`config.mk`:
```
export PLATFORM = sky130hd
export DESIGN_NAME = ss_seq_flat
export DESIGN_NICKNAME = d
export VERILOG_FILES = /design/src/rtl/ss_io_pkg.sv /design/src/rtl/ss_seq_pkg.sv /design/src/rtl/ss_io.sv /design/src/rtl/ss_seq_useq.sv /design/src/rtl/ss_seq.sv /design/src/flat_wrapper.sv
export SDC_FILE = /design/constraint.sdc
export NUM_CORES = 1
export LEC_CHECK = 0
export ABC_AREA = 0
export BUFFER_PORTS_ARGS = -buffer_cell sky130_fd_sc_hd__clkbuf_2
export CAP_MARGIN = 20
export CORE_MARGIN = 10
export CORE_UTILIZATION = 35
export DETAILED_ROUTE_END_ITERATION = 16
export GPL_TIMING_DRIVEN = 0
export SLEW_MARGIN = 20
export SYNTH_ARGS = -nofsm -noshare
export SYNTH_HDL_FRONTEND = slang
export SYNTH_SLANG_ARGS = --single-unit
```
`constraint.sdc`:
```
create_clock -name clk -period 4.96 [get_ports clk]
set_clock_uncertainty 0.15 [all_clocks]
set_input_delay 0.496 -clock clk [delete_from_list [all_inputs] [get_ports clk]]
set_output_delay 0.496 -clock clk [all_outputs]
set_load 0.02 [all_outputs]
```
`src/rtl/ss_io_pkg.sv`:
```
// ss_io_pkg: shared definitions for the ss_io stack bus.
//   ss_ops - one operation per clock presented to the stack:
//            SS_LOAD (idle / hold), SS_PUSH (push vi), SS_POP (drop top).
package ss_io_pkg;

    typedef enum logic [1:0] {
        SS_LOAD = 2'd0,
        SS_PUSH = 2'd1,
        SS_POP  = 2'd2
    } ss_ops;

endpackage

```
`src/rtl/ss_seq_pkg.sv`:
```
// ss_seq_pkg: command set, error codes and per-command lookup tables for the
// stack sequencer.
//   ss_cmd_e   - Forth primitives accepted on the cmd port
//   ss_err_e   - completion status reported with done
//   ss_vsel_e  - source of the value driven on vi for a PUSH
//   seq_need   - elements that must be present before the command runs
//   seq_growth - net change in depth after the command completes
//   seq_nops   - number of bus ops in the command's micro-sequence
package ss_seq_pkg;

    typedef enum logic [2:0] {
        SQ_NOP  = 3'd0,
        SQ_LIT  = 3'd1,
        SQ_DROP = 3'd2,
        SQ_DUP  = 3'd3,
        SQ_SWAP = 3'd4,
        SQ_OVER = 3'd5,
        SQ_ROT  = 3'd6
    } ss_cmd_e;

    typedef enum logic [1:0] {
        ERR_NONE  = 2'd0,
        ERR_UNDER = 2'd1,
        ERR_OVER  = 2'd2
    } ss_err_e;

    typedef enum logic [2:0] {
        VS_LIT = 3'd0,
        VS_S0  = 3'd1,
        VS_A   = 3'd2,
        VS_B   = 3'd3,
        VS_C   = 3'd4
    } ss_vsel_e;

    function automatic logic [1:0] seq_need(input ss_cmd_e c);
        case (c)
            SQ_DROP, SQ_DUP:  return 2'd1;
            SQ_SWAP, SQ_OVER: return 2'd2;
            SQ_ROT:           return 2'd3;
            default:          return 2'd0;
        endcase
    endfunction

    function automatic logic signed [1:0] seq_growth(input ss_cmd_e c);
        case (c)
            SQ_LIT, SQ_DUP, SQ_OVER: return 2'sb01;
            SQ_DROP:                 return 2'sb11;
            default:                 return 2'sb00;
        endcase
    endfunction

    function automatic logic [2:0] seq_nops(input ss_cmd_e c);
        case (c)
            SQ_LIT, SQ_DROP, SQ_DUP: return 3'd1;
            SQ_SWAP:                 return 3'd4;
            SQ_OVER:                 return 3'd3;
            SQ_ROT:                  return 3'd6;
            default:                 return 3'd0;
        endcase
    endfunction

endpackage

```
`src/rtl/ss_io.sv`:
```
// ss_io: stack bus between a sequencer (master) and a data stack (slave).
//   op - operation for this cycle (master -> stack)
//   vi - value pushed by SS_PUSH (master -> stack)
//   sp - current stack pointer (stack -> master)
//   s0 - current top of stack (stack -> master)
interface ss_io
    import ss_io_pkg::*;
#(
    parameter int DEPTH = 64,
    parameter int DSZ   = 32
);
    localparam int AW = $clog2(DEPTH);

    ss_ops            op;
    logic [DSZ-1:0]   vi;
    logic [AW-1:0]    sp;
    logic [DSZ-1:0]   s0;

    modport master (output op, output vi, input sp, input s0);
    modport slave  (input op, input vi, output sp, output s0);
endinterface

```
`src/rtl/ss_seq_useq.sv`:
```
// ss_useq: combinational micro-sequence ROM for the stack sequencer.
// Inputs:  cmd  - latched command
//          step - index of the op within the command's sequence
// Outputs: op    - bus op for this step
//          vsel  - source of vi when op is SS_PUSH
//          cap   - capture enables for scratch registers {C,B,A}; the
//                  capture samples s0 in the same cycle the op is driven,
//                  i.e. before a POP in that cycle has taken effect
//          last  - this step is the final op of the sequence
module ss_useq
    import ss_io_pkg::*;
    import ss_seq_pkg::*;
(
    input  ss_cmd_e     cmd,
    input  logic [2:0]  step,
    output ss_ops       op,
    output ss_vsel_e    vsel,
    output logic [2:0]  cap,
    output logic        last
);

    always_comb begin
        op   = SS_LOAD;
        vsel = VS_LIT;
        cap  = 3'b000;
        last = (step == (seq_nops(cmd) - 3'd1));
        case (cmd)
            SQ_LIT: begin
                op   = SS_PUSH;
                vsel = VS_LIT;
            end
            SQ_DROP: op = SS_POP;
            SQ_DUP: begin
                op   = SS_PUSH;
                vsel = VS_S0;
            end
            SQ_SWAP: begin
                case (step)
                    3'd0: begin op = SS_POP;  cap = 3'b001; end
                    3'd1: begin op = SS_POP;  cap = 3'b010; end
                    3'd2: begin op = SS_PUSH; vsel = VS_A;  end
                    3'd3: begin op = SS_PUSH; vsel = VS_B;  end
                    default: ;
                endcase
            end
            SQ_OVER: begin
                // B is captured while A is being pushed back: s0 then
                // shows the second element after the first POP.
                case (step)
                    3'd0: begin op = SS_POP;  cap = 3'b001; end
                    3'd1: begin op = SS_PUSH; vsel = VS_A; cap = 3'b010; end
                    3'd2: begin op = SS_PUSH; vsel = VS_B; end
                    default: ;
                endcase
            end
            SQ_ROT: begin
                case (step)
                    3'd0: begin op = SS_POP;  cap = 3'b001; end
                    3'd1: begin op = SS_POP;  cap = 3'b010; end
                    3'd2: begin op = SS_POP;  cap = 3'b100; end
                    3'd3: begin op = SS_PUSH; vsel = VS_B;  end
                    3'd4: begin op = SS_PUSH; vsel = VS_A;  end
                    3'd5: begin op = SS_PUSH; vsel = VS_C;  end
                    default: ;
                endcase
            end
            default: ;
        endcase
    end

endmodule

```
`src/rtl/ss_seq.sv`:
```
// ss_seq: stack-bus master that runs Forth stack primitives as sequences of
// single-cycle SS_PUSH/SS_POP ops on an ss_io bus.
// Ports:
//   clk   - clock (the attached stack commits on the falling edge)
//   rst   - synchronous active-low reset
//   req   - command valid, taken only while busy=0
//   cmd   - ss_cmd_e encoding; unknown codes run as SQ_NOP
//   lit   - literal for SQ_LIT, sampled when the command is taken
//   busy  - a command is in progress
//   done  - one-cycle completion pulse (also on error)
//   err   - ss_err_e status, held until the next command is taken
//   tos   - top of stack after the last completed command
//   depth - current number of stack elements
//   ss_if - stack bus (drives op/vi, reads s0)
module ss_seq
    import ss_io_pkg::*;
    import ss_seq_pkg::*;
#(
    parameter int DEPTH = 64,
    parameter int DSZ   = 32,
    parameter int DW    = $clog2(DEPTH) + 1
)
(
    input  logic            clk,
    input  logic            rst,
    input  logic            req,
    input  logic [2:0]      cmd,
    input  logic [DSZ-1:0]  lit,
    output logic            busy,
    output logic            done,
    output logic [1:0]      err,
    output logic [DSZ-1:0]  tos,
    output logic [DW-1:0]   depth,
    ss_io.master            ss_if
);

    localparam logic [1:0] ST_IDLE  = 2'd0;
    localparam logic [1:0] ST_CHECK = 2'd1;
    localparam logic [1:0] ST_EXEC  = 2'd2;
    localparam logic [1:0] ST_FIN   = 2'd3;

    logic [1:0]      state_reg;
    logic [2:0]      step_reg;
    ss_cmd_e         cmd_reg;
    logic [DSZ-1:0]  lit_reg;
    logic [DSZ-1:0]  cap_reg [3];    // scratch A, B, C
    logic [DW-1:0]   depth_reg;
    logic [DSZ-1:0]  tos_reg;
    ss_err_e         err_reg;
    logic            done_reg;
    ss_ops           op_reg;
    logic [DSZ-1:0]  vi_reg;

    ss_ops           u_op;
    ss_vsel_e        u_vsel;
    logic [2:0]      u_cap;
    logic            u_last;
    logic [DSZ-1:0]  vi_src;

    logic            cmd_known;
    logic [DW-1:0]   need_w;
    logic signed [1:0] grow_w;
    logic [DW:0]     depth_after;
    logic            under_w;
    logic            over_w;

    ss_useq u_useq (
        .cmd  (cmd_reg),
        .step (step_reg),
        .op   (u_op),
        .vsel (u_vsel),
        .cap  (u_cap),
        .last (u_last)
    );

    // NOP and unused encodings skip CHECK/EXEC entirely.
    assign cmd_known = (cmd >= 3'd1) && (cmd <= 3'd6);

    // Depth is held in DW+1 bits so a DROP on an empty stack cannot alias
    // into a legal value; underflow is tested first anyway.
    assign need_w      = DW'(seq_need(cmd_reg));
    assign grow_w      = seq_growth(cmd_reg);
    assign depth_after = {1'b0, depth_reg} + {{(DW-1){grow_w[1]}}, grow_w};
    assign under_w     = depth_reg < need_w;
    assign over_w      = depth_after > (DW+1)'(DEPTH-1);

    always_comb begin
        case (u_vsel)
            VS_LIT:  vi_src = lit_reg;
            VS_S0:   vi_src = ss_if.s0;
            VS_A:    vi_src = cap_reg[0];
            VS_B:    vi_src = cap_reg[1];
            VS_C:    vi_src = cap_reg[2];
            default: vi_src = '0;
        endcase
    end

    genvar gi;
    generate
        for (gi = 0; gi < 3; gi++) begin : g_cap
            always_ff @(posedge clk) begin
                if (!rst) begin
                    cap_reg[gi] <= '0;
                end else if (state_reg == ST_EXEC && u_cap[gi]) begin
                    cap_reg[gi] <= ss_if.s0;
                end
            end
        end
    endgenerate

    always_ff @(posedge clk) begin
        if (!rst) begin
            state_reg <= ST_IDLE;
            step_reg  <= 3'd0;
            cmd_reg   <= SQ_NOP;
            lit_reg   <= '0;
            depth_reg <= '0;
            tos_reg   <= '0;
            err_reg   <= ERR_NONE;
            done_reg  <= 1'b0;
            op_reg    <= SS_LOAD;
            vi_reg    <= '0;
        end else begin
            done_reg <= 1'b0;
            op_reg   <= SS_LOAD;
            vi_reg   <= '0;
            case (state_reg)
                ST_IDLE: begin
                    if (req) begin
                        cmd_reg   <= cmd_known ? ss_cmd_e'(cmd) : SQ_NOP;
                        lit_reg   <= lit;
                        err_reg   <= ERR_NONE;
                        state_reg <= cmd_known ? ST_CHECK : ST_FIN;
                    end
                end
                ST_CHECK: begin
                    step_reg <= 3'd0;
                    if (under_w) begin
                        err_reg   <= ERR_UNDER;
                        state_reg <= ST_FIN;
                    end else if (over_w) begin
                        err_reg   <= ERR_OVER;
                        state_reg <= ST_FIN;
                    end else begin
                        state_reg <= ST_EXEC;
                    end
                end
                ST_EXEC: begin
                    op_reg <= u_op;
                    vi_reg <= vi_src;
                    if (u_op == SS_PUSH) begin
                        depth_reg <= depth_reg + 1'b1;
                    end else if (u_op == SS_POP) begin
                        depth_reg <= depth_reg - 1'b1;
                    end
                    if (u_last) begin
                        state_reg <= ST_FIN;
                    end else begin
                        step_reg <= step_reg + 3'd1;
                    end
                end
                ST_FIN: begin
                    // The last op committed on the previous falling edge,
                    // so s0 already shows the final top of stack.
                    done_reg  <= 1'b1;
                    tos_reg   <= ss_if.s0;
                    state_reg <= ST_IDLE;
                end
            endcase
        end
    end

    assign busy     = (state_reg != ST_IDLE);
    assign done     = done_reg;
    assign err      = err_reg;
    assign tos      = tos_reg;
    assign depth    = depth_reg;
    assign ss_if.op = op_reg;
    assign ss_if.vi = vi_reg;

endmodule

```
`src/flat_wrapper.sv`:
```
// flat-port wrapper written by rule: the top's interface ports become plain ports
module ss_seq_flat import ss_io_pkg::*; import ss_seq_pkg::*;
#(
    parameter int DEPTH = 64,
    parameter int DSZ   = 32,
    parameter int DW    = $clog2(DEPTH) + 1
)
  (clk, rst, req, cmd, lit, busy, done, err, tos, depth, ss_if_op, ss_if_vi, ss_if_sp, ss_if_s0);
  ss_io #(.DEPTH(DEPTH), .DSZ(DSZ)) ss_if_i ();
  input  logic clk;
  input  logic rst;
  input  logic req;
  input  logic [2:0] cmd;
  input  logic [DSZ-1:0] lit;
  output logic busy;
  output logic done;
  output logic [1:0] err;
  output logic [DSZ-1:0] tos;
  output logic [DW-1:0] depth;
  output wire logic [$bits(ss_if_i.op)-1:0] ss_if_op;
  output wire logic [$bits(ss_if_i.vi)-1:0] ss_if_vi;
  input wire logic [$bits(ss_if_i.sp)-1:0] ss_if_sp;
  input wire logic [$bits(ss_if_i.s0)-1:0] ss_if_s0;
  assign ss_if_op = ss_if_i.op;
  assign ss_if_vi = ss_if_i.vi;
  assign ss_if_i.sp = ss_if_sp;
  assign ss_if_i.s0 = ss_if_s0;
  ss_seq #(.DEPTH(DEPTH), .DSZ(DSZ), .DW(DW)) u_core (.clk(clk), .rst(rst), .req(req), .cmd(cmd), .lit(lit), .busy(busy), .done(done), .err(err), .tos(tos), .depth(depth), .ss_if(ss_if_i));
endmodule
```
Yosys cells after proc, flatten, opt, wreduce, memory -nomap -nowiden
Memories as Yosys holds them, arrays and structs flattened.
Index checks and enable logic that the tools add are counted.

storage, ports and cells
  register bits after elaboration = 116
  logic and storage cells = 119
  memories kept = 1
  bits in writable memories = 96
  output and inout bits = 77
  bits of input ports = 76

memory list
  name            words  bits a word  read ports  clocked after memory_dff  write ports  line          RTL
  u_core.cap_reg  3      32           3           0                         3            ss_seq.sv:46  logic [DSZ-1:0] cap_reg [3];

operators by class
  eq/ne operators = 25
  magnitude comparators = 4
  bitwise gates (word level) = 3
  $add $sub $neg = 5
  mux-type cells = 44
  reductions and logical operators = 27

operators with widths
  cell                                                 count
  case mux 32 bit (5 select lines)                     1
  2-to-1 mux 32 bit                                    3
  case mux 2 bit (2 select lines)                      8
  case mux 3 bit (4 select lines)                      2
  == test 3 x 2 -> 1 bit (second input constant)       6
  == test 3 bit (second input constant)                6
  case mux 3 bit (3 select lines)                      2
  2-to-1 mux 2 bit                                     7
  2-to-1 mux 7 bit                                     2
  2-to-1 mux 1 bit                                     12
  case mux 3 bit (2 select lines)                      2
  OR reduction 2 bit                                   6
  OR reduction 3 bit                                   4
  case mux 2 bit (5 select lines)                      1
  AND reduction 2 bit                                  5
  == test 3 x 1 -> 1 bit (second input constant)       3
  adder 7 x 8 -> 8 bit                                 1
  > comparator 8 x 6 -> 1 bit (second input constant)  1
  case mux 2 bit (4 select lines)                      1
  nonzero test 2 bit                                   4
  adder 7 x 1 -> 7 bit (second input constant)         1
  < comparator 7 x 2 -> 1 bit                          1
  subtractor 7 x 1 -> 7 bit (second input constant)    1
  == test 2 bit (second input constant)                3
  other kinds (16)                                     25

Depth between registers and ports, before layout
Gate-level depths: netlist of run 1.

  word-level depth = 8
  depth in mapped cells = 16
  gate-level depth less buffers = 16

Cells and area by module
Synthesis of run 1 repeated with hierarchy kept, for this count alone.

unflattened totals
  cell total of the unflattened synthesis = 884
  area total of the unflattened synthesis = 9603.0 um^2

by module, submodules not included
  module   cells an instance  seq. area each (um^2)  instances  area an instance (um^2)
  ss_seq   837                5205.0                 1          9328.9
  ss_useq  47                 0.0                    1          274.0

Worst setup path before layout of run 1
OpenSTA, ideal clock, no wires.

  path kind = flip-flop to flip-flop
  start point = register u_core.cmd_reg[2]
  end point = memory u_core.cap_reg[2][0], enable pin
  clock period less this slack = 3.762 ns
  arrival = 3.146 ns
  cell stages (with the launch flop) = 5
  data required time = 4.344 ns
  library setup time = 0.466 ns
  slack = 1.198 ns
  cell sequence = dfxtp_1 > buf_2 > nor2b_1 > nand4b_1 > o21ai_0

RTL lines
  element                   line           RTL
  start: declaration        ss_seq.sv:44   ss_cmd_e cmd_reg;
  start signal: assignment  ss_seq.sv:130  cmd_reg <= cmd_known ? ss_cmd_e'(cmd) : SQ_NOP;
  end: declaration          ss_seq.sv:46

Final worst setup path of run 1
  start point = register u_core.step_reg[0]
  end point = register u_core.depth_reg[6], in the netlist u_core.depth[6]

between the ends
  longest elaborated chain between the ends = 7

ends and longest elaborated chain
  element                                                             line                                                     RTL
  start: declaration                                                  ss_seq.sv:43                                             logic [2:0] step_reg;
  start signal: assignment                                            ss_seq.sv:159                                            step_reg <= step_reg + 3'd1;
  == test 3 bit (tied with other cells)                               ss_seq_useq.sv:57                                        case (step)
  OR reduction 3 bit (no line) or OR reduction 2 bit (tied branches)  -
  case mux 2 bit (2 select lines), on equally long branches           ss_seq_useq.sv:57, ss_seq_useq.sv:38, ss_seq_useq.sv:49
  case mux 2 bit (5 select lines) (*)                                 ss_seq_useq.sv:27                                        case (cmd)
  == test 2 bit or == test 2 x 1 -> 1 bit (tied branches)             ss_seq.sv:153, ss_seq.sv:151
  nonzero test 2 bit (no line)                                        -
  AND reduction 2 bit (no line)                                       -
  end signal: assignment                                              ss_seq.sv:152                                            depth_reg <= depth_reg + 1'b1;
  end signal: assignment                                              ss_seq.sv:154                                            depth_reg <= depth_reg - 1'b1;
  end: declaration                                                    ss_seq.sv:47                                             logic [DW-1:0] depth_reg;

Mark *: on every way between the ends. The rest lies on a longest branch, timed or not.
A chain may end at the register's enable or synchronous reset.

==> summary.md, run 1 <==
| Metric | Value |
|---|---|
| Cell Chain, Critical Path | inv_1 > ha_1 > nor3_1 > o21ai_0 > nand2_1 > a21oi_1 > a31oi_1 > ha_1 > inv_1 > fa_1 > a21o_1 > a21oi_1 > nor2b_1 > o211ai_1 > mux2i_1 |
| Ratio of final minimum period to clock period | 75.8% |
| Outcome | finished clean |
| Max FFs per register | 96 |
| # setup viols final | 0 |
| Die Ht | 185 µm |
| Via density | 4.94 |
| Detailed Route WL | 25800 µm |
| Post-DP HPWL | 18700 µm |
| Max-slew headroom | 36.1% |
| Num CTS Buffers | 25 |
| Layout cells sized above 1 | 20.7% |
| Commonest non-fill, non-tap cells in the layout | clkbuf_2 (146), nand2_1 (123), dfxtp_1 (116), and2_1 (103), mux2i_1 (102) |
| Hold Path Class | input port to flop |
| Clk Latency, worst-skew pair | 540 ps |
| Mux contribution to synthesized area | 10.9% |
| Commonest non-fill, non-tap cell in the layout | clkbuf_2 |
| Worst setup SP type | flop |
| Largest family of logic cells by synthesized area | simple AND/OR/NAND/NOR gates |
| Synth area leaders | edfxtp_1 (30%), dfxtp_1 (24%), mux2i_1 (11%) |
| Die Area | 0.0341 mm² |
| Top FF cell, synth | dfxtp_1 |
| GR Overflow Total | 0 |
| Maximum fanout along the worst path | 8 |
| Synth Area in XOR/XNOR | 0.554% |
| Dpl cell area | 0.0107 mm² |
| CTS tree | done |
| Buffers on Ports | 146 |
| DIE WIDTH | 185 µm |
| Yosys cell types | 56 |
| Nets | 1115 |
| Number of DRC markers in iteration 0 | 343 |
| Pleak | 4.43 nW |
| Mapped Cells | 838 |
| Number of global-route vias before repair | 6947 |
| Htree depth | 1 |
| Cell Pwr Density | 424 mW/mm² |
| Largest net degree at the start of global routing | 21 |
| Post-synthesis compound-gate area fraction | 9.33% |
| First-pass GRT wire length | 39900 µm |
| Crit path time final | 3760 ps |
| RePlAce Congestion | 0.837 |
| Kind of critical path | flop to flop |
| Peak VDD IR | 0.000221 V |
| Dominant cell type by area after synthesis | edfxtp_1 |
| Simple-Gate Fraction of Synth Area | 17.6% |
| Adder-Cell Fraction of Synth Area | 3.37% |
| Final non-filler cell area | 0.0115 mm² |
| Clock Sinks | 212 |
| Fin. Hold Viols | 0 |
| Ys async rst share | 0% |
| Initial Util | 35.4% |
| Sequential area share after synthesis | 54.8% |
| #FFs+latches synth | 212 |
| Post-synth EDFFs | 96 |
| Pre-CTS setup slack | 1260 ps |
| Net Count, Synth | 939 |
| TritonRoute pass-1 iters | 4 |
| Core area | 0.0268 mm² |
| Setup WS post-layout | 1200 ps |
| Synth top area share | 30.4% |
| Syn Area/Cell | 11.3 µm² |
| RSZ-0062 raised after global routing | no |
| Synthesized area | 0.00949 mm² |
| Worst stage delay on the critical path | 500 ps |
| Drt drc | 0 |
| Actual slew at the worst max-slew pin | 959 ps |
| Worst-path clk slew | 60 ps |
| Routed len/inst | 18.8 µm |
| Post-CTS sizing | 0 |
| Max Slew Vio Count | 0 |
| Max Cap Viol | 0 |
| Number of hold buffers added after cts | 0 |
| Routed Antenna Nets | 0 |
| All-Layer GR Usage | 15.0% |
| Setup bufs post-CTS | 0 |
| Critical Path RT | 5270 ps |
| Initial antenna violation count | 1 |
| Clock root cell | clkbuf_16 |
| Max Clock Freq | 266 MHz |
| Ys Warns | 0 |
| Syn-to-layout area delta | 21.6% |
| CP Capture Type | flop |
| IO Count | 153 |
| Via count | 6793 |
| Clk buf depth | 3 |
| WP data arrival | 4070 ps |
| Worst path slowest cell | dfxtp_1 |
| Row Count | 60 |
## per-layer routing
metal | vias up | global-route usage (%) | share of wire [%]
met3 | 32 | 2.95 | 5.4
met5 | - | 0 | 0
met4 | 0 | 3.06 | 1.8
li1 | 3313 | - | -
met2 | 162 | 25.6 | 48
met1 | 3286 | 19.1 | 45
## worst max-delay path, delay by kind of cell, from the launching register on
family | cells | cell delay [ps]
AO/OA/AOI/OAI | 6 | 1080
adder cells (fa/ha/maj) | 3 | 1050
flip-flops | 1 | 500
buffers and inverters | 2 | 350
AND/OR/NAND/NOR | 3 | 340
multiplexers | 1 | 220
## area by class of cell
cell class              instances  area [µm²]
clock inverters                 6        71.3
fillers                      2594       15300
diodes                          1        2.50
well taps                     341         427
inverters                      11        41.3
repair buffers                149         813
flip-flops and latches        212        5200
multi-input cells             563        3980
clock buffers                  40         722
plain buffers                  52         284
## where the power goes
group | switching, mW | total [mW] | internal [mW]
sequential | 0.0911 | 2.06 | 1.97
clock | 0.730 | 1.78 | 1.05
combinational | 0.660 | 1.05 | 0.391
## path summary, 6_finish.rpt
path | startpoint | endpoint | slack (ps) | cells after the start
worst max-delay path | u_core.step_reg[0] | u_core.depth[6] | 1200 | 15
worst min-delay path | lit[11] | u_core.lit_reg[11] | 40 | 3
worst max register to register | u_core.step_reg[0] | u_core.depth[6] | 1200 | 15
worst min register to register | u_core.cap_reg[2][30] | u_core.ss_if.vi[30] | 290 | 2
## cells by family after synthesis
group	count (synthesis)
adder cells (fa/ha/maj)	25
XOR/XNOR	6
AO/OA/AOI/OAI	115
flip-flops	212
multiplexers	103
AND/OR/NAND/NOR	314
buffers and inverters	63
## cell usage after synthesis (8+ instances only)
library cell and number:
a21oi_1 9, nor2b_1 41, nor2_1 8, o21ai_0 8
buf_6 11, clkbuf_1 31, inv_1 11, dfxtp_1 116
nand2_1 125, nand3_1 8, mux2i_1 102, and2_1 103
ha_1 24, o221ai_1 33, a21boi_0 35, edfxtp_1 96
## per-stage QoR
step	hold slack, ps	TNS, ps	utilization (%)	cells	total power [mW]
global route	44.7	0	43.1	1374	5.15
finish	42.3	0	43.1	1375	4.90
global placement	279	-20950	39.7	1325	3.13
floorplan	275	0	-	838	2.79
detailed placement	286	0	40.1	1328	3.16
CTS	26.4	0	43.1	1374	4.95
Power figures use the tool's default switching activity.
==> run 2, diff against run 1 <==
==> constraint.sdc (replaced) <==
create_clock -name clk -period 3.8 [get_ports clk]
set_clock_uncertainty 0.15 [all_clocks]
set_input_delay 0.38 -clock clk [delete_from_list [all_inputs] [get_ports clk]]
set_output_delay 0.38 -clock clk [all_outputs]
set_load 0.02 [all_outputs]
==> summary.md, run 2 (same netlist as run 1, synthesis figures left out) <==
| Metric | Value |
|---|---|
| Nets | 1148 |
| Post-DP HPWL | 18700 µm |
| Crit path time final | 3500 ps |
| Fin. Hold Viols | 0 |
| # setup viols final | 0 |
| Num CTS Buffers | 25 |
| Via count | 6904 |
| CTS tree | done |
| First-pass GRT wire length | 40300 µm |
| Pleak | 4.57 nW |
| RePlAce Congestion | 0.837 |
| Clock root cell | clkbuf_16 |
| Row Count | 60 |
| GR Overflow Total | 0 |
| TritonRoute pass-1 iters | 5 |
| Clock Sinks | 212 |
| Flop pwr share | 41.9% |
| Number of global-route vias before repair | 7085 |
| Ratio of final minimum period to clock period | 92.2% |
| Crit-path most repeated cell | inv_1 |
| Outcome | finished clean |
| Actual slew at the worst max-slew pin | 984 ps |
| Htree depth | 1 |
| Internal | 4.49 mW |
| CP Capture Type | flop |
| Max Cap Viol | 0 |
| Routed Antenna Nets | 0 |
| Core area | 0.0268 mm² |
| Die Area | 0.0341 mm² |
| Number of DRC markers in iteration 0 | 327 |
| Layout cells sized above 1 | 20.6% |
| Cell Pwr Density | 542 mW/mm² |
| Worst-path clk slew | 60 ps |
| Clk Latency, worst-skew pair | 540 ps |
| Post-layout util | 44.3% |
| IO Count | 153 |
| Worst setup SP type | flop |
| Detailed Route WL | 26100 µm |
| Non-filler cells, final | 1408 |
| Buffers on Ports | 146 |
| Worst path slowest cell | dfxtp_2 |
| Peak VDD IR | 0.000287 V |
| Commonest non-fill, non-tap cells in the layout | clkbuf_2 (146), nand2_1 (123), dfxtp_1 (114), and2_1 (103), mux2i_1 (102) |
| Syn-to-layout area delta | 25.1% |
| Max-slew headroom | 34.4% |
| Die Ht | 185 µm |
| Clk buf depth | 3 |
| Clk pwr share | 36.2% |
| WP data arrival | 3810 ps |
| Hold Path Class | input port to flop |
| Drt drc | 0 |
| Kind of critical path | flop to flop |
| Maximum fanout along the worst path | 8 |
| Routed len/inst | 18.5 µm |
| Commonest non-fill, non-tap cell in the layout | clkbuf_2 |
| Max Slew Vio Count | 0 |
| Initial antenna violation count | 1 |
| Worst stage delay on the critical path | 420 ps |
| Via density | 4.90 |
| Comb pwr share | 22.0% |
| Largest net degree at the start of global routing | 21 |
| Max FFs per register | 96 |
| Post-Place Cells | 1328 |
| DIE WIDTH | 185 µm |
| Net switching power figure | 1.95 mW |
| All-Layer GR Usage | 15.0% |
| Cell Chain, Critical Path | inv_1 > ha_1 > nor3_1 > o21ai_0 > nand2_1 > a21oi_1 > a31oi_1 > ha_2 > inv_1 > fa_1 > a21o_1 > a21oi_2 > nor2b_1 > o211ai_1 > mux2i_1 |
| Critical Path RT | 4100 ps |
| Net Sw Frac | 30.3% |
| Initial Util | 35.4% |
| Max Clock Freq | 286 MHz |
## run 2: changes by cell type in the layout (fill, tap and decap cells not counted), sizes merged
cell / delta
dlygate4sd3: +31
buf: +2
## run 2: final timing paths
kind	startpoint	end	slack, ps	cells after the start
setup / recovery	u_core.step_reg[0]	u_core.depth[6]	300	15
hold reg to reg	u_core.cap_reg[2][30]	u_core.ss_if.vi[30]	290	2
hold / removal	lit[0]	u_core.lit_reg[0]	20	3
setup reg to reg	u_core.step_reg[0]	u_core.depth[6]	300	15
## run 2: power groups by stage
stage | clock network [mW] | logic [mW] | registers (mW)
after floorplan | 0 | 0.851 | 2.79
after global placement | 0 | 1.34 | 2.74
after detailed placement | 0 | 1.38 | 2.74
after CTS | 2.38 | 1.41 | 2.70
after global routing | 2.47 | 1.57 | 2.72
final | 2.33 | 1.42 | 2.70
## run 2: timing repair
action,in CTS,in global routing
gates resized for setup,0,4
endpoints found under the setup margin,0,4
hold buffers,31,0
endpoints found under the hold margin,31,0
setup buffers,0,2
## run 2: final cells by class
| type | instances | area [µm²] |
|---|---|---|
| Tap cell | 341 | 427 |
| Antenna cell | 1 | 2.50 |
| Clock inverter | 6 | 71.3 |
| Sequential cell | 212 | 5210 |
| Fill cell | 2562 | 14900 |
| Buffer | 52 | 284 |
| Multi-Input combinational cell | 563 | 3980 |
| Inverter | 11 | 41.3 |
| Timing Repair Buffer | 182 | 1140 |
| Clock buffer | 40 | 722 |
## run 2: routing by layer
metal | track usage [%] | share of wire [%]
met3 | 2.82 | 5.1
met4 | 3.06 | 1.8
met5 | 0 | 0
met2 | 25.7 | 48
met1 | 19.4 | 45
## run 2: critical path, delay by kind of cell, from the launching register on
family | cells | cell delay, ps
and+or+nand+nor | 3 | 330
adders and majority gates | 3 | 970
buffers and inverters | 2 | 260
muxes | 1 | 220
AOI/OAI and AO/OA | 6 | 1080
DFF | 1 | 420
## run 2: per-stage QoR
step	area [µm²]	hold slack, ps	power (mW)	setup TNS [ps]	worst slack (ps)
after floorplan	9490	275	3.65	0	38.0
after global placement	10600	279	4.08	-58070	-1820
after detailed placement	10700	286	4.12	0	96.7
after CTS	11900	9.63	6.48	0	79.2
after global routing	11900	41.4	6.76	-8.67	-8.67
final	11900	19.1	6.44	0	298
==> run 3, diff against run 2 <==
--- a/config.mk
+++ b/config.mk
@@ -12,6 +12,7 @@
 export CORE_UTILIZATION = 35
 export DETAILED_ROUTE_END_ITERATION = 16
 export GPL_TIMING_DRIVEN = 0
+export SETUP_SLACK_MARGIN = 0.3
 export SLEW_MARGIN = 20
 export SYNTH_ARGS = -nofsm -noshare
 export SYNTH_HDL_FRONTEND = slang
==> constraint.sdc (replaced) <==
create_clock -name clk -period 4.3 [get_ports clk]
set_clock_uncertainty 0.15 [all_clocks]
set_input_delay 0.43 -clock clk [delete_from_list [all_inputs] [get_ports clk]]
set_output_delay 0.43 -clock clk [all_outputs]
set_load 0.02 [all_outputs]
==> summary.md, run 3 (same netlist as run 1, synthesis figures left out) <==
| Metric | Value |
|---|---|
| Clk pwr share | 36.3% |
| RSZ-0062 raised after global routing | no |
| Nets | 1143 |
| Worst setup SP type | flop |
| Fin Hold WS | 15.8 ps |
| CTS tree | done |
| Core area | 0.0268 mm² |
| Number of fill cells | 2567 |
| Num CTS Buffers | 25 |
| RePlAce Congestion | 0.837 |
| IO Count | 153 |
| Largest net degree at the start of global routing | 21 |
| Row Count | 60 |
| Outcome | finished clean |
| Setup TNS | 0 ps |
| Cell Pwr Density | 480 mW/mm² |
| Via count | 6904 |
| Clock Sinks | 212 |
| Routed len/inst | 18.6 µm |
| TritonRoute pass-1 iters | 5 |
| Clk Latency, worst-skew pair | 540 ps |
| Setup WS post-layout | 765 ps |
| Pleak | 4.54 nW |
| Final non-filler cell area | 0.0118 mm² |
| Pre-CTS setup slack | 597 ps |
| GR Overflow Total | 0 |
| Actual slew at the worst max-slew pin | 971 ps |
| Fin. Hold Viols | 0 |
| Hold Path Class | input port to flop |
| Crit path time final | 3530 ps |
| Max Clock Freq | 283 MHz |
| Peak VDD IR | 0.000254 V |
| Net Sw Frac | 30.3% |
| Initial antenna violation count | 1 |
| Number of DRC markers in iteration 0 | 321 |
| Via density | 4.92 |
| CP Capture Type | flop |
| Clock root cell | clkbuf_16 |
| Comb pwr share | 21.8% |
| Kind of critical path | flop to flop |
| Max-slew headroom | 35.3% |
| WP data arrival | 3840 ps |
| Routed Antenna Nets | 0 |
| Htree depth | 1 |
| Max FFs per register | 96 |
| Die Ht | 185 µm |
| Max Cap Viol | 0 |
| Layout cells sized above 1 | 20.5% |
| Clk buf depth | 3 |
| Ratio of final minimum period to clock period | 82.2% |
| Drt drc | 0 |
| Critical Path RT | 4600 ps |
| Initial Util | 35.4% |
| Detailed Route WL | 26000 µm |
| First-pass GRT wire length | 40300 µm |
| Flop pwr share | 42.0% |
| Worst-path clk slew | 60 ps |
| Commonest non-fill, non-tap cell in the layout | clkbuf_2 |
| Syn-to-layout area delta | 24.6% |
| Number of global-route vias before repair | 7070 |
| Buffers on Ports | 146 |
| Net switching power figure | 1.72 mW |
| Maximum fanout along the worst path | 8 |
| Dpl cell area | 0.0107 mm² |
| Die Area | 0.0341 mm² |
| Post-DP HPWL | 18700 µm |
| Max Slew Vio Count | 0 |
| DIE WIDTH | 185 µm |
| All-Layer GR Usage | 15.1% |
| # setup viols final | 0 |
| Commonest non-fill, non-tap cells in the layout | clkbuf_2 (146), nand2_1 (123), dfxtp_1 (114), and2_1 (103), mux2i_1 (102) |
| Internal | 3.96 mW |
-- run 3: cell types whose count changed in the layout (fill, tap and decap cells not counted) --
cell           change
a21oi_1            +1
a21oi_2            -1
buf_4              -2
dlygate4sd3_1      -3
-- run 3: what timing repair did --
item | CTS | global route
hold buffers | 28 | 0
hold endpoints to repair | 28 | 0
setup endpoints to repair | 0 | 2
gates resized for setup | 0 | 3
buffers inserted | 0 | 0
-- run 3: power groups by stage --
stage | clock [mW] | combinational [mW] | sequential, mW
global placement | 0 | 1.19 | 2.42
CTS | 2.10 | 1.24 | 2.38
floorplan | 0 | 0.752 | 2.47
finish | 2.06 | 1.24 | 2.38
detailed placement | 0 | 1.22 | 2.42
global route | 2.18 | 1.37 | 2.40
-- run 3: layout make-up --
| type | count | area, µm² | share of cell area (%) |
|---|---|---|---|
| Sequential cell | 212 | 5210 | 44.0 |
| Timing Repair Buffer | 177 | 1090 | 9.24 |
| Tap cell | 341 | 427 | 3.61 |
| Antenna cell | 1 | 2.50 | 0.0212 |
| Inverter | 11 | 41.3 | 0.349 |
| Clock buffer | 40 | 722 | 6.10 |
| Multi-Input combinational cell | 563 | 3980 | 33.6 |
| Buffer | 52 | 284 | 2.40 |
| Clock inverter | 6 | 71.3 | 0.603 |
-- run 3: worst max-delay path, cell delays in order, from the launching register on --
cell	delay, ps
dfxtp_2	420
inv_1	130
ha_1	280
nor3_1	170
o21ai_0	90
nand2_1	80
a21oi_1	50
a31oi_1	210
ha_2	290
inv_1	140
fa_1	420
a21o_1	180
a21oi_1	210
nor2b_1	90
o211ai_1	330
mux2i_1	220
-- run 3: final timing paths --
kind | cells past startpoint | end | slack (ps) | start
min reg2reg | 2 | u_core.ss_if.vi[30] | 290 | u_core.cap_reg[2][30]
min | 3 | u_core.lit_reg[27] | 20 | lit[27]
max | 15 | u_core.depth[6] | 770 | u_core.step_reg[0]
max reg2reg | 15 | u_core.depth[6] | 770 | u_core.step_reg[0]
-- run 3: per-stage QoR --
step | instances | total power [mW] | util (%)
floorplan | 838 | 3.22 | -
global placement | 1325 | 3.61 | 39.7
detailed placement | 1328 | 3.64 | 40.1
CTS | 1402 | 5.73 | 44.1
global route | 1402 | 5.96 | 44.1
finish | 1403 | 5.68 | 44.1
-- run 3: per-layer routing --
layer | vias up | share of wire (%) | global-route usage, %
met3 | 34 | 5.5 | 2.82
met5 | - | 0 | 0
li1 | 3372 | - | -
met2 | 160 | 48 | 25.7
met4 | 0 | 1.8 | 3.06
met1 | 3338 | 45 | 19.4
